### src/rtl/fifo_ext.sv
// fifo_ext: parametrised synchronous FIFO with occupancy count, programmable
// almost-full / almost-empty thresholds and sticky overflow / underflow flags.
//
// Build option: define FIFO_FWFT_EN for first-word-fall-through reads
// (r_data shows the head word combinationally whenever !empty). With the macro
// undefined, r_data is registered and updated only by an accepted read.
//
// Ports:
//   clk          sole clock, rising edge
//   rst          synchronous active-high reset
//   wr, w_data   write request and data
//   rd           read request (pop in FWFT mode)
//   r_data       read data
//   err_clr      synchronous clear of overflow / underflow (a same-cycle set wins)
//   empty, full, almost_empty, almost_full, count   status from registered pointers
//   overflow     sticky: a write was rejected
//   underflow    sticky: a read was rejected
module fifo_ext #(
  parameter int unsigned D_WIDTH   = 8,
  parameter int unsigned A_WIDTH   = 3,
  parameter int unsigned AF_THRESH = 2**A_WIDTH - 2,
  parameter int unsigned AE_THRESH = 2
) (
  input  logic               clk,
  input  logic               rst,
  input  logic               wr,
  input  logic [D_WIDTH-1:0] w_data,
  input  logic               rd,
  output logic [D_WIDTH-1:0] r_data,
  input  logic               err_clr,
  output logic               empty,
  output logic               full,
  output logic               almost_empty,
  output logic               almost_full,
  output logic [A_WIDTH:0]   count,
  output logic               overflow,
  output logic               underflow
);

  localparam int unsigned Depth = 2**A_WIDTH;

  typedef logic [A_WIDTH:0] ptr_t;

  localparam ptr_t DepthCnt = ptr_t'(Depth);
  localparam ptr_t AfCnt    = ptr_t'(AF_THRESH);
  localparam ptr_t AeCnt    = ptr_t'(AE_THRESH);

  if (!((AE_THRESH < AF_THRESH) && (AF_THRESH <= Depth))) begin : g_bad_params
    $fatal(1, "fifo_ext: thresholds must satisfy AE_THRESH < AF_THRESH <= 2**A_WIDTH");
  end

  logic [D_WIDTH-1:0] mem_q [Depth];
  ptr_t               wptr_q, rptr_q;
  logic               overflow_q, underflow_q;
  logic               rd_acc, wr_acc;
  logic               ov_set, un_set;

  // Extra MSB on each pointer distinguishes full from empty; count wraps naturally.
  assign count = wptr_q - rptr_q;

  always_comb begin
    empty        = (count == '0);
    full         = (count == DepthCnt);
    almost_empty = (count <= AeCnt);
    almost_full  = (count >= AfCnt);
  end

  // A write into a full FIFO is allowed only when a read frees the slot this cycle.
  always_comb begin
    rd_acc = rd && !empty;
    wr_acc = wr && (!full || rd_acc);
    ov_set = wr && !wr_acc;
    un_set = rd && !rd_acc;
  end

  // Storage is deliberately not reset.
  always_ff @(posedge clk) begin
    if (!rst && wr_acc) begin
      mem_q[wptr_q[A_WIDTH-1:0]] <= w_data;
    end
  end

  always_ff @(posedge clk) begin
    if (rst) begin
      wptr_q      <= '0;
      rptr_q      <= '0;
      overflow_q  <= 1'b0;
      underflow_q <= 1'b0;
    end else begin
      if (wr_acc) wptr_q <= wptr_q + ptr_t'(1);
      if (rd_acc) rptr_q <= rptr_q + ptr_t'(1);
      overflow_q  <= ov_set | (overflow_q  & ~err_clr);
      underflow_q <= un_set | (underflow_q & ~err_clr);
    end
  end

  assign overflow  = overflow_q;
  assign underflow = underflow_q;

`ifdef FIFO_FWFT_EN
  // Head word is always visible; rd only advances the read pointer.
  assign r_data = mem_q[rptr_q[A_WIDTH-1:0]];
`else
  logic [D_WIDTH-1:0] r_data_q;

  always_ff @(posedge clk) begin
    if (rst) begin
      r_data_q <= '0;
    end else if (rd_acc) begin
      r_data_q <= mem_q[rptr_q[A_WIDTH-1:0]];
    end
  end

  assign r_data = r_data_q;
`endif

endmodule
### config.mk
export PLATFORM = sky130hd
export DESIGN_NAME = fifo_ext
export DESIGN_NICKNAME = d
export VERILOG_FILES = /design/src/rtl/fifo_ext.sv
export SDC_FILE = /design/constraint.sdc
export NUM_CORES = 1
export LEC_CHECK = 0
export BUFFER_PORTS_ARGS = -buffer_cell sky130_fd_sc_hd__buf_2
export CELL_PAD_IN_SITES_DETAIL_PLACEMENT = 1
export CELL_PAD_IN_SITES_GLOBAL_PLACEMENT = 1
export CORE_MARGIN = 2
export CORE_UTILIZATION = 50
export CTS_BUF_LIST = sky130_fd_sc_hd__clkbuf_4 sky130_fd_sc_hd__clkbuf_8 sky130_fd_sc_hd__clkbuf_16
export CTS_CLUSTER_DIAMETER = 120
export DETAILED_ROUTE_END_ITERATION = 10
export PLACE_DENSITY_LB_ADDON = 0.1
export SYNTH_ARGS = -nofsm -noshare
export SYNTH_HDL_FRONTEND = slang
export SYNTH_SLANG_ARGS = --single-unit
export TNS_END_PERCENT = 1
### constraint.sdc
create_clock -name clk -period 3.7 [get_ports clk]
set_input_delay 0.37 -clock clk [delete_from_list [all_inputs] [get_ports clk]]
set_output_delay 0.37 -clock clk [all_outputs]
set_load 0.01 [all_outputs]
== After elaboration in Yosys (flattened, before gate mapping) ==
Memory sizes are Yosys's and may differ from the RTL's. A register that Yosys moved wholly into a read port is not among the register bits.
Index checks and enable logic that the tools add are counted.

* Register bits: 10
* Bits in latches: 0
* RAM bits: 64
* Bits in read-only memories: 0
* Input port bits: 13
* Output and inout port bits: 18
* Logic and storage cells: 30
* Memories: 1

* Add/subtract/negate cells: 3
* Multipliers: 0
* Div/mod/pow operators: 0
* Order comparisons: 2
* Equality and inequality tests: 1
* Shift operators: 0
* Mux-type cells: 2
* Bitwise gates (word level): 5
* Reduce and logical (&&, ||, !) cells: 12

{| class="wikitable"
|+ Memory list
! memory !! words !! bits a word !! rd ports !! clocked after Yosys merged registers in !! write ports !! RTL line !! RTL
|-
| mem_q || 8 || 8 || 1 || 1 || 1 || 52 || <nowiki>logic [D_WIDTH-1:0] mem_q [Depth];</nowiki>
|}

{| class="wikitable"
|+ Operator list
! kind !! number
|-
| 4-bit by 1-bit adder with 4-bit output, second input constant || 2
|-
| 1-bit logical AND || 5
|-
| 1-bit logical NOT || 5
|-
| 4-bit == test, second input constant || 1
|-
| 4-bit by 3-bit >= comparator with 1-bit output, second input constant || 1
|-
| 4-bit by 2-bit less-or-equal comparator with 1-bit output, second input constant || 1
|-
| 4-bit logical NOT || 1
|-
| 4-bit subtractor || 1
|-
| 1-bit bitwise AND || 2
|-
| 1-bit 2-to-1 mux || 2
|-
| 1-bit OR || 2
|-
| 1-bit logical OR || 1
|-
| 1-bit NOT || 1
|}

== Depth between registers and ports, before layout ==
Gate-level depths: netlist of run 1.

* Word-level depth: 9
* Gate-level depth with buffers: 10
* Mapped depth without buffers: 8

== Worst setup path before layout of run 1 ==
No wires, ideal clock.

* Kind: register -> register
* Start point: reg rptr_q[2]
* End point: mem mem_q[0][0], enable pin
* Library setup time: 0.395 ns
* Arrival time: 2.707 ns
* Required time: 3.305 ns
* Slack: 0.599 ns
* Cell stages (with the launch flop): 10
* Buffers on the path: 2
* Clock period less this slack: 3.101 ns
* Cell sequence: dfxtp_1 -> clkbuf_1 -> inv_1 -> clkbuf_1 -> ha_1 -> a21oi_1 -> a21oi_1 -> nor2_2 -> o31ai_4 -> nor4_1

* Longest elaborated chain between the ends: 9
* Elaborated cells on any way between the ends: 11
* Those cells by class: add/sub (1); eq/ne (1); mux (2); reduce/logical (7)

{| class="wikitable"
|+ Ends and longest elaborated chain
! element !! RTL line !! RTL
|-
| start, declared || 53 || <nowiki>ptr_t wptr_q, rptr_q;</nowiki>
|-
| start signal, assigned || 91 || <nowiki>if (rd_acc) rptr_q <= rptr_q + ptr_t'(1);</nowiki>
|-
| 4-bit subtractor (*) || 59 || <nowiki>assign count = wptr_q - rptr_q;</nowiki>
|-
| 4-bit logical NOT || 62 || <nowiki>empty = (count == '0);</nowiki>
|-
| 1-bit logical NOT || 70 || <nowiki>rd_acc = rd && !empty;</nowiki>
|-
| 1-bit logical AND || 70 ||
|-
| 1-bit logical OR (*) || 71 || <nowiki>wr_acc = wr && (!full || rd_acc);</nowiki>
|-
| 1-bit logical AND (*) || 71 ||
|-
| 1-bit logical AND (*) || 78 || <nowiki>if (!rst && wr_acc) begin</nowiki>
|-
| 1-bit 2-to-1 mux (*) || 78 ||
|-
| 1-bit 2-to-1 mux (not written as such) (*) || 79 || <nowiki>mem_q[wptr_q[A_WIDTH-1:0]] <= w_data;</nowiki>
|-
| end, declared || 52 ||
|}

Mark *: on every way between the ends. The rest lies on a longest branch, timed or not.

== Worst setup path after layout of run 1 ==
* Start point: reg rptr_q[2]
* End point: mem mem_q[2][0], enable pin

Same word-level chain as after synthesis.

==> results by group, run 1 <==
Power
  – Worst-case vdd ir drop: 0.304 mV
  – P_leak: 1.40 nW
  – Power Density: 719 nW/um^2
  – Total chip power: 2.81 mW

Routing
  – Via count: 2,001
  – Remaining number of nets flagged by the antenna check after routing: 0
  – Overall routed net length: 8030 um
  – Detailed-routing iteration count for the pre-antenna-repair pass: 4
  – Remaining DRCs: 0
  – Per-cell routed wire length: 23.7 um
  – Post-detailed-route via-to-cell ratio: 5.90
  – 1st-iter DRT viols: 94

Place
  – Hpwl dp: 5930 um
  – Number of buffers inserted by port buffering: 30
  – Routability congestion estimate: 0.946

GRT
  – First-pass GRT wire length: 12,600 um
  – Residual overflow from global routing: 0
  – Number of global-route vias before repair: 2,175
  – Maximum number of pins on one net before global-route repair: 23
  – Tot GR Track Use: 0.234
  – Initial antenna violation count: 0

STA
  – Clk_skew: 0.0116 ns
  – Setup TNS after final layout: 0 ns
  – Final Hold Viols: 0
  – Tcrit/Tclk final: 0.911
  – Worst slew pin tran: 1.24 ns
  – Worst relative slew slack: 0.165
  – Max Fclk: 297 MHz
  – Count of endpoints failing setup in the final report: 0
  – Max-slew violations: 0
  – RSZ-0062 raised after global routing: no
  – Fin crit period: 3.37 ns

Synthesis
  – Most frequent cell after synthesis: sky130_fd_sc_hd__edfxtp_1
  – Area fraction of the dominant cell type after synthesis: 0.555
  – Most common flop cell mapped by yosys: sky130_fd_sc_hd__edfxtp_1
  – Number of warnings issued by yosys: 0
  – Synth top area cells: sky130_fd_sc_hd__edfxtp_1 (55%), sky130_fd_sc_hd__dfxtp_1 (10%), sky130_fd_sc_hd__mux4_2 (10%)
  – Combined area of all synthesized cells: 3460 sq um
  – Unique masters post-synth: 40
  – Count of state elements after synthesis: 82
  – Mapped Avg Cell Area: 16.0 sq um
  – Cell type with the largest total area after synthesis: sky130_fd_sc_hd__edfxtp_1
  – Share of async-settable or async-resettable flops after synthesis: 0
  – Syn Inst Count: 216
  – Post-synth EDFFs: 64
  – Portion of the post-synthesis area used by sequential elements: 0.659
  – Post-synthesis net count: 235
  – Commonest cells in the synthesized netlist: sky130_fd_sc_hd__edfxtp_1 (64), sky130_fd_sc_hd__nand2_1 (19), sky130_fd_sc_hd__dfxtp_1 (18), sky130_fd_sc_hd__nor2_1 (17), sky130_fd_sc_hd__mux4_2 (16)

Floorplanning
  – Die outline area: 7610 sq um
  – Die width: 87.2 um
  – Initial Utilization: 0.513
  – Placement row count: 30
  – Height of the die: 87.2 um
  – Placeable core region: 6760 sq um
  – Number of I/O pins: 31

Cells and area
  – Share of final-layout standard cells stronger than drive strength 1: 0.332
  – Footprint of the multi-input gates: 1080 sq um
  – Fill cells: 649
  – Reg area: 2280 sq um
  – Fin nets: 273
  – Count of inserted antenna diode cells: 0
  – Layout-stage area growth over the synthesis result: 13.0%

Critical path
  – Peak fanout along the critical path: 11
  – CP startpoint kind: register
  – Arrival @ worst endpoint: 3.34 ns
  – Crit Path Category: register to register
  – Crit end category: register
  – Worst endpoint required time: 3.67 ns

Clocking
  – Number of resized instances in the post-cts repair step: 0
  – Deepest clock path buffer count: 2
  – CTS H-tree depth: 3
  – Number of buffers added to fix hold violations after cts: 0
  – TritonCTS Sinks: 82
  – Post-CTS setup buffer count: 0
  – Number of buffers added by the clock tree synthesis step: 9
  – Clock tree from TritonCTS: built
  – Clock root cell: sky130_fd_sc_hd__clkbuf_8
  – Worst-Skew Late Latency: 0.35 ns
  – Clock transition at the registers of the reported paths: 0.09 ns

Job
  – Count of maximum capacitance violations: 0

Run status
  – Run status: completed

Worst hold path
  – Worst hold path type: input pin to register
[through the flow]
stage          hold WS, ns  setup slack [ns]   util  std cells  cell area [sq um]
5_1_grt              0.319             0.142  0.579        339               3910
4_1_cts              0.318             0.286  0.579        339               3910
3_3_place_gp         0.466             0.672  0.549        323               3710
3_5_place_dp         0.485             0.288  0.549        323               3710
2_1_floorplan        0.469             0.599      -        216               3460
6_report             0.323             0.331  0.579        339               3910
[final cells by class]
type / instances / share of cell area
Timing Repair Buffer: 38 / 0.0537
Clock inverter: 6 / 0.0185
Inverter: 10 / 0.00959
Clock buffer: 10 / 0.0336
Multi-Input combinational cell: 113 / 0.276
Tap cell: 80 / 0.0256
Sequential cell: 82 / 0.583
[worst paths after layout]
path	startpoint	to	slack [ns]	cells past startpoint
worst max-delay path	rptr_q[2]	mem_q[2][0]	0.33	7
worst min-delay path	w_data[6]	mem_q[0][6]	0.32	1
worst max register to register	rptr_q[2]	mem_q[2][0]	0.33	7
worst min register to register	underflow	underflow	0.50	2
[worst max-delay path, cell delays in order (launching register included)]
cell and delay (ns):
sky130_fd_sc_hd__dfxtp_1 0.50, sky130_fd_sc_hd__inv_1 0.24, sky130_fd_sc_hd__ha_1 0.42, sky130_fd_sc_hd__a21oi_1 0.24, sky130_fd_sc_hd__a21oi_1 0.13, sky130_fd_sc_hd__nor2_2 0.28, sky130_fd_sc_hd__o31ai_4 0.17, sky130_fd_sc_hd__nor3_1 1.02
[registers in the layout, indices dropped and copies added (netlist names)]
| register | count |
|---|---|
| mem_q | 64 |
| rptr_q | 4 |
| wptr_q | 4 |
| r_data | 8 |
| underflow | 1 |
| overflow | 1 |
[cells by family (layout without fill, tap and decap cells)]
kind of cell	Yosys count	count (layout)	synth area share
AOI/OAI and AO/OA	23	23	0.0719
xor gates and xnor gates	5	5	0.0148
adders and majority gates	6	6	0.0238
and+or+nand+nor	59	59	0.0849
buffers and inverters	21	64	0.0296
muxes	20	20	0.116
DFF	82	82	0.659
[layout by cell type, fill, tap and decap left out, drive strengths merged, types with 5 or more instances in the layout]
master,Yosys,routed
a21oi,5,5
inv,10,12
mux4,16,16
nor2,18,18
ha,5,5
clkbuf,5,10
nor3,7,7
dfxtp,18,18
a311oi,8,8
buf,6,38
nand2,19,19
edfxtp,64,64
[power breakdown]
| group | leakage [nW] | total [mW] | switching [mW] | internal [mW] |
|---|---|---|---|---|
| combinational | 0.569 | 1.01 | 0.596 | 0.410 |
| sequential | 0.726 | 1.14 | 0.0534 | 1.08 |
| clock | 0.101 | 0.670 | 0.343 | 0.327 |
[per-layer routing]
layer	global-route usage	wire (um)	share of wire
met2	0.373	4000	0.50
met3	0.0417	295	0.037
met5	0	0	0
met1	0.318	3520	0.44
met4	0.102	218	0.027
Power figures use the tool's default switching activity.
==> run 2, diff against run 1 <==
Settings changed: BUFFER_PORTS_ARGS -buffer_cell sky130_fd_sc_hd__buf_2 to -buffer_cell sky130_fd_sc_hd__clkbuf_2.
==> run 2 against run 1 <==
Wire length is 0.26% higher. Combinational power about the same. Sequential power about the same. Register-to-register slack barely moved. Cell area decreased by 0.29%. Critical path depth unchanged. Via count fell by 1.4%. Total power decreased by 0.94%. Sequential share of layout area grew 0.17 points. Clock skew is 0.0014 ns higher. Final cell count decreased by 0.29%. Largest cell class unchanged.
==> results by group, run 2 (synthesis results as in run 1) <==
STA
  – Count of endpoints failing setup in the final report: 0 (unchanged)
  – Worst slew pin tran: 1.11 ns (-0.131 ns)
  – Max-slew violations: 0 (unchanged)
  – Tcrit/Tclk final: 0.910 (about the same)
  – Max Fclk: 297 MHz (about the same)
  – Worst-case hold slack: 0.325 ns (+0.00166 ns)
  – RSZ-0062 raised after global routing: no
  – Final Hold Viols: 0 (unchanged)
  – Clk_skew: 0.0130 ns (+0.00142 ns)
  – Fin crit period: 3.37 ns (-0.00188 ns)
  – Setup TNS after final layout: 0 ns (unchanged)
  – Worst relative slew slack: 0.252 (+0.0878)

Critical path
  – Worst R2R Path Depth: 7 (unchanged)
  – Top cell by count, worst path: sky130_fd_sc_hd__a21oi_1
  – Arrival @ worst endpoint: 3.34 ns (about the same)
  – Peak fanout along the critical path: 11 (unchanged)
  – CP startpoint kind: register
  – Crit path max-delay cell type: sky130_fd_sc_hd__nor3_1
  – Slowest stage delay, CP: 0.92 ns (-0.10 ns)
  – Worst endpoint required time: 3.67 ns (about the same)
  – Crit Path Category: register to register
  – Crit end category: register
  – Critical-path cell list: inv_1 -> ha_1 -> a21oi_1 -> a21oi_1 -> nor2_2 -> o31ai_4 -> nor3_1

Cells and area
  – Finished layout cell area: 3900 sq um (-0.29%)
  – Number of flip-flops under the largest register name: 64 (unchanged)
  – Commonest non-fill, non-tap cell in the layout: sky130_fd_sc_hd__edfxtp_1
  – Share of final-layout standard cells stronger than drive strength 1: 0.326 (-0.00646)
  – Final cell count without fillers: 338 (-0.29%)
  – Count of inserted antenna diode cells: 0 (unchanged)
  – Fin nets: 272 (-0.37%)
  – Layout-stage area growth over the synthesis result: 12.6%
  – Fill cells: 633 (-2.5%)
  – Commonest cells after routing, fill and taps aside: sky130_fd_sc_hd__edfxtp_1 (64), sky130_fd_sc_hd__clkbuf_2 (30), sky130_fd_sc_hd__nand2_1 (19)

Power
  – Relative contribution of combinational cells to total power: 0.354 (-0.004)
  – Power share of the clock group: 0.236 (-0.002)
  – P_leak: 1.38 nW (-0.97%)
  – Worst-case vdd ir drop: 0.278 mV (-8.6%)
  – Total internal power: 1.80 mW (-0.86%)
  – Total chip power: 2.79 mW (-0.94%)
  – Power Density: 714 nW/um^2 (-0.65%)
  – Switching part of the total: 0.353 (-0.000511)
  – Total net switching power: 982 uW (-1.1%)
  – Share of total power in sequential cells: 0.411 (+0.007)

Clocking
  – Number of buffers added by the clock tree synthesis step: 9 (unchanged)
  – Clock root cell: sky130_fd_sc_hd__clkbuf_8
  – Clock tree from TritonCTS: built
  – CTS H-tree depth: 3 (unchanged)
  – Deepest clock path buffer count: 2 (unchanged)
  – Post-CTS setup buffer count: 0 (unchanged)
  – TritonCTS Sinks: 82 (unchanged)
  – Number of buffers added to fix hold violations after cts: 0 (unchanged)
  – Worst-Skew Late Latency: 0.36 ns (about the same)
  – Number of resized instances in the post-cts repair step: 0 (unchanged)
  – Clock transition at the registers of the reported paths: 0.09 ns (about the same)

Worst hold path
  – Worst hold path type: input pin to register
  – Number of cells traversed by the worst hold path: 1 (unchanged)

Floorplanning
  – Die outline area: 7610 sq um (unchanged)
  – Placement row count: 30 (unchanged)
  – Initial Utilization: 0.513 (unchanged)
  – Number of I/O pins: 31 (unchanged)
  – Die width: 87.2 um (unchanged)
  – Height of the die: 87.2 um (unchanged)
  – Placeable core region: 6760 sq um (unchanged)

Routing
  – Detailed-routing iteration count for the pre-antenna-repair pass: 4 (unchanged)
  – Via count: 1,972 (-1.4%)
  – Per-cell routed wire length: 23.8 um (+0.56%)
  – Overall routed net length: 8050 um (+0.26%)
  – Post-detailed-route via-to-cell ratio: 5.83 (-1.2%)
  – Remaining DRCs: 0 (unchanged)
  – Remaining number of nets flagged by the antenna check after routing: 0 (unchanged)
  – 1st-iter DRT viols: 94 (unchanged)

Place
  – Hpwl dp: 5780 um (-2.5%)
  – Number of buffers inserted by port buffering: 30 (unchanged)
  – Placed Cells: 322 (-0.31%)
  – Cell area reported after detailed placement: 3700 sq um (-0.20%)
  – Routability congestion estimate: 0.975 (+3.1%)

GRT
  – Initial antenna violation count: 0 (unchanged)
  – Maximum number of pins on one net before global-route repair: 23 (unchanged)
  – Residual overflow from global routing: 0 (unchanged)
  – Tot GR Track Use: 0.236 (+0.00214)
  – Number of global-route vias before repair: 2,152 (-1.1%)
  – First-pass GRT wire length: 12,600 um (-0.44%)

Job
  – Count of maximum capacitance violations: 0 (unchanged)

Run status
  – Run status: completed
run 2: worst max-delay path: cells and delay by family (launching register included):
kind	cells	cell delay, ns
buffers and inverters	1	0.26
and+or+nand+nor	2	1.19
AOI/OAI and AO/OA	3	0.55
adders and majority gates	1	0.43
DFF	1	0.54
run 2: through the flow:
step / setup slack [ns] / utilization
floorplan: 0.599 / -
global placement: 0.690 / 0.548
detailed placement: 0.329 / 0.548
CTS: 0.300 / 0.577
global route: 0.0955 / 0.577
finish: 0.333 / 0.577
run 2: per-layer routing:
metal,track usage,up-vias,wire (um)
met5,0,-,0
met4,0.0727,0,144
met3,0.0559,11,350
met2,0.382,57,3970
met1,0.320,1005,3590
li1,-,899,-
run 2: final cells by class:
cell class / count / area, sq um / area share
flip-flops and latches: 82 / 2280 / 0.585
multi-input cells: 113 / 1080 / 0.276
repair buffers: 37 / 203 / 0.0520
clock buffers: 9 / 124 / 0.0318
well taps: 80 / 100 / 0.0257
clock inverters: 7 / 76.3 / 0.0196
inverters: 10 / 37.5 / 0.00962
run 2: power by group through the flow:
stage | clock network [mW] | logic, mW | registers [mW]
3_3_place_gp | 0 | 0.956 | 1.16
2_1_floorplan | 0 | 0.697 | 1.17
6_report | 0.657 | 0.985 | 1.14
5_1_grt | 0.704 | 1.07 | 1.15
4_1_cts | 0.676 | 0.996 | 1.14
3_5_place_dp | 0 | 0.995 | 1.16
run 2: final timing paths:
| check | end | startpoint | slack, ns |
|---|---|---|---|
| max | mem_q[7][5] | rptr_q[2] | 0.33 |
| min | mem_q[5][0] | w_data[0] | 0.32 |
| max reg2reg | mem_q[7][5] | rptr_q[2] | 0.33 |
| min reg2reg | overflow | overflow | 0.50 |
==> run 3, diff against run 2 <==
--- a/config.mk
+++ b/config.mk
@@ -14,5 +14,6 @@
 export CTS_CLUSTER_DIAMETER = 120
 export DETAILED_ROUTE_END_ITERATION = 10
-export PLACE_DENSITY_LB_ADDON = 0.1
+export PLACE_DENSITY = 0.78
+export SLEW_MARGIN = 20
 export SYNTH_ARGS = -nofsm -noshare
 export SYNTH_HDL_FRONTEND = slang
==> constraint.sdc (replaced) <==
create_clock -name clk -period 3.7 [get_ports clk]
set_input_delay 0.37 -clock clk [delete_from_list [all_inputs] [get_ports clk]]
set_output_delay 0.37 -clock clk [all_outputs]
set_load 0.02 [all_outputs]
==> run 3 against run 2 <==
Setup slack lost 0.0081 ns. Worst hold slack is essentially flat. Wire length shrank 7.8%. Cell area grew 0.71%. Count of clock-buffer cells in the layout is the same. Final cell count grew 0.30%. Die area is the same. Largest power group unchanged.
==> results by group, run 3 (synthesis results as in run 1) <==
Critical path
  – Worst endpoint required time: 3.76 ns (+0.09 ns)
  – Crit Path Category: register to register
  – Peak fanout along the critical path: 11 (unchanged)
  – Arrival @ worst endpoint: 3.43 ns (+0.09 ns)
  – CP startpoint kind: register
  – Crit end category: register

STA
  – Count of endpoints failing setup in the final report: 0 (unchanged)
  – Worst relative slew slack: 0.289 (+0.0362)
  – Final Hold Viols: 0 (unchanged)
  – Max-slew violations: 0 (unchanged)
  – Tcrit/Tclk final: 0.912 (+0.00220)
  – Clk_skew: 0.00998 ns (-0.00301 ns)
  – Setup TNS after final layout: 0 ns (unchanged)
  – Worst slew pin tran: 1.07 ns (-0.0458 ns)
  – Max Fclk: 296 MHz (-0.24%)
  – RSZ-0062 raised after global routing: no
  – Fin crit period: 3.38 ns (+0.00814 ns)

Power
  – Total chip power: 2.86 mW (+2.8%)
  – Power Density: 729 nW/um^2 (+2.1%)
  – Worst-case vdd ir drop: 0.328 mV (+18%)
  – P_leak: 1.39 nW (+0.40%)

Cells and area
  – Count of inserted antenna diode cells: 0 (unchanged)
  – Utilization of the core after routing: 0.581 (+0.00407)
  – Commonest non-fill, non-tap cell in the layout: sky130_fd_sc_hd__edfxtp_1
  – Layout-stage area growth over the synthesis result: 13.4%
  – Finished layout cell area: 3930 sq um (+0.71%)
  – Commonest cells after routing, fill and taps aside: sky130_fd_sc_hd__edfxtp_1 (64), sky130_fd_sc_hd__clkbuf_2 (30), sky130_fd_sc_hd__nand2_1 (19)
  – Final cell count without fillers: 339 (+0.30%)
  – Number of flip-flops under the largest register name: 64 (unchanged)
  – Fin nets: 273 (+0.37%)
  – Share of final-layout standard cells stronger than drive strength 1: 0.347 (+0.0219)

Run status
  – Run status: completed

Clocking
  – Number of buffers added to fix hold violations after cts: 0 (unchanged)
  – Post-CTS setup buffer count: 0 (unchanged)
  – Deepest clock path buffer count: 2 (unchanged)
  – Worst-Skew Late Latency: 0.35 ns (about the same)
  – TritonCTS Sinks: 82 (unchanged)
  – Clock transition at the registers of the reported paths: 0.09 ns (about the same)
  – Clock tree from TritonCTS: built
  – Clock root cell: sky130_fd_sc_hd__clkbuf_8
  – CTS H-tree depth: 3 (unchanged)
  – Number of resized instances in the post-cts repair step: 0 (unchanged)
  – Number of buffers added by the clock tree synthesis step: 9 (unchanged)

Place
  – Routability congestion estimate: 0.809 (-17%)
  – Hpwl dp: 5450 um (-5.8%)
  – Number of buffers inserted by port buffering: 30 (unchanged)
  – Cell area reported after detailed placement: 3710 sq um (+0.20%)
  – Placed Cells: 323 (+0.31%)

Routing
  – Post-detailed-route via-to-cell ratio: 5.84 (+0.16%)
  – 1st-iter DRT viols: 97 (+3.2%)
  – Via count: 1,981 (+0.46%)
  – Overall routed net length: 7430 um (-7.8%)
  – Detailed-routing iteration count for the pre-antenna-repair pass: 4 (unchanged)
  – Remaining number of nets flagged by the antenna check after routing: 0 (unchanged)
  – Remaining DRCs: 0 (unchanged)
  – Per-cell routed wire length: 21.9 um (-8.0%)

Worst hold path
  – Worst hold path type: input pin to register

GRT
  – Maximum number of pins on one net before global-route repair: 23 (unchanged)
  – Tot GR Track Use: 0.220 (-0.0159)
  – Number of global-route vias before repair: 2,047 (-4.9%)
  – First-pass GRT wire length: 11,800 um (-6.1%)
  – Residual overflow from global routing: 0 (unchanged)
  – Initial antenna violation count: 0 (unchanged)

Floorplanning
  – Number of I/O pins: 31 (unchanged)
  – Height of the die: 87.2 um (unchanged)
  – Placeable core region: 6760 sq um (unchanged)
  – Placement row count: 30 (unchanged)
  – Initial Utilization: 0.513 (unchanged)
  – Die width: 87.2 um (unchanged)
  – Die outline area: 7610 sq um (unchanged)

Job
  – Count of maximum capacitance violations: 0 (unchanged)
[run 3: per-stage QoR]
step           hold WS, ns  setup WS [ns]
3_3_place_gp         0.481          0.657
4_1_cts              0.312          0.330
3_5_place_dp         0.495          0.345
5_1_grt              0.327         0.0332
2_1_floorplan        0.469          0.599
6_report             0.325          0.324
[run 3: area by class of cell]
class                           instances  area [sq um]
Fill cell                             643          2830
Sequential cell                        82          2280
Multi-Input combinational cell        113          1100
Timing Repair Buffer                   38           210
Clock buffer                            9           124
Tap cell                               80           100
Clock inverter                          7          76.3
Inverter                               10          37.5
[run 3: metal layers]
metal  up-vias  share of wire  global-route usage
met3         9          0.044              0.0531
li1        905              -                   -
met2        56           0.49               0.344
met5         -              0                   0
met1      1011           0.45               0.310
met4         0          0.015              0.0685
[run 3: power by group]
part	switching (mW)	internal (mW)	total, mW
logic	0.676	0.408	1.08
clock network	0.328	0.316	0.644
registers	0.0537	1.08	1.14
total	1.06	1.81	2.86
[run 3: final timing paths]
check,from,end,slack [ns],cells past startpoint
hold / removal,err_clr,underflow,0.32,4
hold reg to reg,underflow,underflow,0.52,2
setup / recovery,rptr_q[2],mem_q[1][0],0.32,8
setup reg to reg,rptr_q[2],mem_q[1][0],0.32,8
[run 3: worst max-delay path: stages, from the launching register on]
cell,delay [ns]
sky130_fd_sc_hd__dfxtp_1,0.52
sky130_fd_sc_hd__inv_1,0.25
sky130_fd_sc_hd__ha_1,0.42
sky130_fd_sc_hd__a21oi_1,0.23
sky130_fd_sc_hd__a21oi_1,0.12
sky130_fd_sc_hd__nor2_2,0.24
sky130_fd_sc_hd__o31ai_4,0.18
sky130_fd_sc_hd__nor4_1,0.84
sky130_fd_sc_hd__buf_4,0.27
